==> src/rtl/pipelined_math_pkg.sv <==
// Shared helpers for the chunk-skewed pipelined-math stages.
package pipelined_math_pkg;

    function automatic int unsigned ceil_division(input int unsigned num, input int unsigned den);
        return (num + den - 1) / den;
    endfunction

    function automatic int unsigned slice_count(input int unsigned width, input int unsigned chunk);
        return ceil_division(width, chunk);
    endfunction

endpackage

==> src/rtl/shift_register.sv <==
// Enable-gated delay line of DEPTH stages (DEPTH >= 1), async active-low reset.
module shift_register #(
    parameter int unsigned DEPTH = 1,
    parameter int unsigned WIDTH = 1
) (
    input  logic             i_clk,
    input  logic             i_rst_n,
    input  logic             i_en,
    input  logic [WIDTH-1:0] i_d,
    output logic [WIDTH-1:0] o_q
);

    logic [WIDTH-1:0] r_stage [DEPTH];

    always_ff @(posedge i_clk or negedge i_rst_n) begin
        if (!i_rst_n) begin
            for (int unsigned i = 0; i < DEPTH; i++) r_stage[i] <= '0;
        end else if (i_en) begin
            r_stage[0] <= i_d;
            for (int unsigned i = 1; i < DEPTH; i++) r_stage[i] <= r_stage[i-1];
        end
    end

    assign o_q = r_stage[DEPTH-1];

endmodule

==> src/rtl/deskew.sv <==
// Realigns chunk-skewed slices into whole words behind a valid/ready output.
// Optional macro DESKEW_ZERO_FILL_EN: out reads 0 whenever out_valid is low.
module deskew
    import pipelined_math_pkg::*;
#(
    parameter  int unsigned WIDTH = 1,
    parameter  int unsigned CHUNK = 1,
    localparam int unsigned N     = slice_count(WIDTH, CHUNK),
    localparam int unsigned OCC_W = $clog2(N + 1)
) (
    input  logic             clk,
    input  logic             rst,
    input  logic             en,
    input  logic [WIDTH-1:0] in,
    input  logic             in_mask,
    output logic [WIDTH-1:0] out,
    output logic             out_valid,
    input  logic             out_ready,
    output logic             stall,
    output logic [OCC_W-1:0] occupancy
);

    localparam int unsigned LAST_LO = (N - 1) * CHUNK;

    logic             w_adv;
    logic             w_xfer;
    logic             w_inc;
    logic             w_valid_dly;
    logic [WIDTH-1:0] w_aligned;
    logic [OCC_W-1:0] w_occ_nxt;
    logic [WIDTH-1:0] r_out;
    logic             r_out_valid;
    logic [OCC_W-1:0] r_occ;

    assign w_adv  = en & (~r_out_valid | out_ready);
    assign w_xfer = r_out_valid & out_ready;
    assign w_inc  = w_adv & in_mask;

    // Slice k waits N-1-k advances; the last (possibly narrower) slice feeds the output register directly.
    for (genvar k = 0; k < N; k++) begin : g_slice
        if (k == N - 1) begin : g_bypass
            assign w_aligned[WIDTH-1:LAST_LO] = in[WIDTH-1:LAST_LO];
        end else begin : g_delay
            shift_register #(
                .DEPTH(N - 1 - k),
                .WIDTH(CHUNK)
            ) u_dly (
                .i_clk  (clk),
                .i_rst_n(rst),
                .i_en   (w_adv),
                .i_d    (in[k*CHUNK +: CHUNK]),
                .o_q    (w_aligned[k*CHUNK +: CHUNK])
            );
        end
    end

    if (N > 1) begin : g_valid_chain
        shift_register #(
            .DEPTH(N - 1),
            .WIDTH(1)
        ) u_vdly (
            .i_clk  (clk),
            .i_rst_n(rst),
            .i_en   (w_adv),
            .i_d    (in_mask),
            .o_q    (w_valid_dly)
        );
    end else begin : g_valid_bypass
        assign w_valid_dly = in_mask;
    end

    // A transfer with the pipeline frozen must still retire the word so it is not presented twice.
    always_ff @(posedge clk or negedge rst) begin
        if (!rst) begin
            r_out       <= '0;
            r_out_valid <= 1'b0;
        end else if (w_adv) begin
            r_out_valid <= w_valid_dly;
`ifdef DESKEW_ZERO_FILL_EN
            r_out       <= w_valid_dly ? w_aligned : '0;
`else
            r_out       <= w_aligned;
`endif
        end else if (w_xfer) begin
            r_out_valid <= 1'b0;
`ifdef DESKEW_ZERO_FILL_EN
            r_out       <= '0;
`endif
        end
    end

    always_comb begin
        w_occ_nxt = r_occ;
        if (w_inc && !w_xfer)      w_occ_nxt = r_occ + OCC_W'(1);
        else if (!w_inc && w_xfer) w_occ_nxt = r_occ - OCC_W'(1);
    end

    always_ff @(posedge clk or negedge rst) begin
        if (!rst) r_occ <= '0;
        else      r_occ <= w_occ_nxt;
    end

    assign out       = r_out;
    assign out_valid = r_out_valid;
    assign stall     = ~w_adv;
    assign occupancy = r_occ;

endmodule

==> config.mk <==
export PLATFORM = sky130hd
export DESIGN_NAME = deskew
export DESIGN_NICKNAME = d
export VERILOG_FILES = /design/src/rtl/pipelined_math_pkg.sv /design/src/rtl/shift_register.sv /design/src/rtl/deskew.sv
export SDC_FILE = /design/constraint.sdc
export NUM_CORES = 1
export LEC_CHECK = 0
export CORE_AREA = 2 2 39 41
export DETAILED_ROUTE_END_ITERATION = 10
export DIE_AREA = 0 0 41 43
export PLACE_DENSITY_LB_ADDON = 0.08
export SLEW_MARGIN = 30
export SYNTH_ARGS = -nofsm -noshare
export SYNTH_HDL_FRONTEND = slang
export SYNTH_HIERARCHICAL = 1
export SYNTH_SLANG_ARGS = --single-unit
==> constraint.sdc <==
create_clock -name clk -period 1.4 [get_ports clk]
set_clock_uncertainty 0.2 [all_clocks]
set_input_delay 0.21 -clock clk [delete_from_list [all_inputs] [get_ports clk]]
set_output_delay 0.21 -clock clk [all_outputs]
set_load 0.02 [all_outputs]
==> results.tsv <==
stage	metric	value	unit
clock_network	clock_path_buffers	2	
layout	area_delta_synth_final	125	%
setup_path	critical_path_arrival	0.93	ns
global_routing	grt_overflow_total	0	
placement	portBuffers	9	
routing	detail-route-antenna-nets	0	
yosys	syn_avg_cell_area	12.1	sq um
clock_network	clockRootBuffer	clkbuf_4	
global_routing	grt_pass1_vias	154	
yosys	synthCells	11	
setup_path	cp_num_buf_inv	1	
layout	n_antenna_cell	0	
setup_path	critical_path.cell_chain	dlygate4sd2_1	
clock_network	clk_latency	0.23	ns
routing	dr.first_iter.drc_count	0	
timing	worstMarginPinSlew	0.175	ns
floorplan	die_y	43	um
floorplan	die_w	41	um
timing	holdWs	0.223	ns
floorplan	start_util	9.58	%
flow_run	maxCapViolCount	0	
setup_path	path_class	flip-flop to output pin	
routing	wl_per_cell	8.05	um
clock_network	clock_sinks	3	
placement	dp_cells	39	
timing	grt_setup_unrepaired	false	
routing	vias_per_cell	3.18	
setup_path	critical_path.endpoint_type	output pin	
placement	gp_congestion	0.529	
timing	max_freq	0.744	GHz
floorplan	rows	14	
timing	period_needed	1.34	ns
global_routing	grt_start_max_net_pins	4	
timing	finalMaxSlewViolations	0	
power	peakVddDrop	527	uV
yosys	synth_top_area_cell	dfrtp_1	
clock_network	cts_setup_buffers	0	
routing	num_vias	140	
layout	drive_gt1_share	39.3	%
routing	wirelength	354	um
floorplan	io_pins	10	
min_path	hp-class	input pin to flip-flop	
yosys	synth_fp_nets	17	
routing	dr.pass1.iters	1	
global_routing	grt_pass1_wl	572	um
run_status	outcome	completed	
yosys	synth_top_cell_area_share	56.6	%
power	p_leak	0.151	nW
yosys	synth_cell_types	7	
yosys	synth.yosys.seq_area_share	56.6	%
yosys	synthesis.area	133	sq um
layout	stdcell_count	44	
global_routing	grt_usage	5.63	%
setup_path	worstPathRequired	0.99	ns
floorplan	dieArea	0.00176	sq mm
timing	hold_viol	0	
clock_network	cts_tree	done	
yosys	yosysWarnings	6	
setup_path	critPathTopFamily	flip-flops	
power	powerDensity	1320	mW/mm^2
setup_path	cp-start-kind	flip-flop	
timing	min_period_over_period	96.0	%
global_routing	antenna_found_initial	0	
yosys	synthTopCellsByArea	dfrtp_1 (57%), mux2_4 (11%), nand2_1 (8.5%)	
setup_path	crit_fanout	2	
floorplan	floorplan.core_area	0.00138	sq mm
layout	fin_nets	35	
routing	remaining_drc_errors	0	
setup_path	crit_path_top_delay_cell	dfrtp_1	
clock_network	h-tree-depth	1	
timing	slew_headroom	88.0	%
clock_network	cts_made_buffers	3	
clock_network	cts.clk_slew.worst_paths	0.04	ns
timing	setup_violations	0	
yosys	ys_seq_elements	3	
setup_path	critPathMaxStageDelay	0.38	ns
[repair_timing]
action / CTS / global route
gates resized for setup: 13 / 0
hold buffers: 1 / 0
setup endpoints to repair: 4 / 0
endpoints found under the hold margin: 3 / 0
[routing by layer]
metal	up-vias	GRT usage, %	part of all wire [%]
li1	70	-	-
met2	6	6.25	44
met1	62	5.81	40
met3	2	3.14	15
met5	-	0	0
met4	0	8.00	1.1
[where the power goes]
group          total (W)  internal, W  switching [W]  leakage (nW)
clock           0.000151     0.000107      0.0000447        0.0150
sequential      0.000123     0.000109      0.0000139        0.0355
combinational   0.000118    0.0000610      0.0000568         0.100
[final cells by class]
type	count	area, sq um
repair buffers	13	111
flip-flops and latches	3	75.1
clock buffers	4	26.3
fillers	148	1090
multi-input cells	8	65.1
well taps	16	20.0
[through the flow]
step | worst slack, ns | util, % | TNS [ns] | cell area [sq um] | total power, W
after global routing | 0.0216 | 21.5 | 0 | 298 | 0.000418
after detailed placement | -0.498 | 19.2 | -0.808 | 265 | 0.000255
after global placement | -0.490 | 19.2 | -0.808 | 265 | 0.000258
final | 0.0558 | 21.5 | 0 | 298 | 0.000392
after CTS | 0.0355 | 21.5 | 0 | 298 | 0.000407
after floorplan | 0.0505 | - | 0 | 133 | 0.000179
[sequential cells by signal, indices dropped and copies added (netlist names)]
register,flops
occupancy,1
out,1
out_valid,1
[cells in the mapped netlist (all sizes together)]
| cell type | number |
|---|---|
| mux2 | 1 |
| mux2i | 1 |
| nand2b | 1 |
| nand2 | 4 |
| xor2 | 1 |
| dfrtp | 3 |
[worst reg2reg max path: stages (launching register included)]
cell      delay, ns
dfrtp_1        0.40
nand2b_4       0.08
nand2_2        0.05
buf_4          0.13
mux2_4         0.29
[layout by cell type, fill, tap and decap left out]
cell             netlist  routed
dlygate4sd2_1          0       3
mux2_4                 1       1
mux2i_1                1       1
buf_4                  0       4
nand2_2                1       1
clkdlybuf4s50_1        0       4
nand2_1                3       3
xor2_1                 1       1
clkbuf_1               0       1
buf_2                  0       1
dlygate4sd3_1          0       1
dfrtp_1                3       3
clkbuf_4               0       3
nand2b_4               0       1
[logic make-up after synthesis]
family | share of synthesized area (%)
mux | 18.9
simple gates | 17.9
flops | 56.6
xor+xnor | 6.60
[final timing paths]
| path | start | cells after the start | to | slack (ns) |
|---|---|---|---|---|
| worst max-delay path | occupancy | 1 | occupancy | 0.06 |
| worst min-delay path | out_ready | 3 | out_valid | 0.22 |
| worst max register to register | out_valid | 4 | out | 0.13 |
| worst min register to register | occupancy | 1 | occupancy | 0.26 |
| max in group asynchronous | rst | 2 | out_valid | 0.35 |
| min in group asynchronous | rst | 2 | out | 0.50 |
Note: power is estimated with default switching activity, not from simulation.
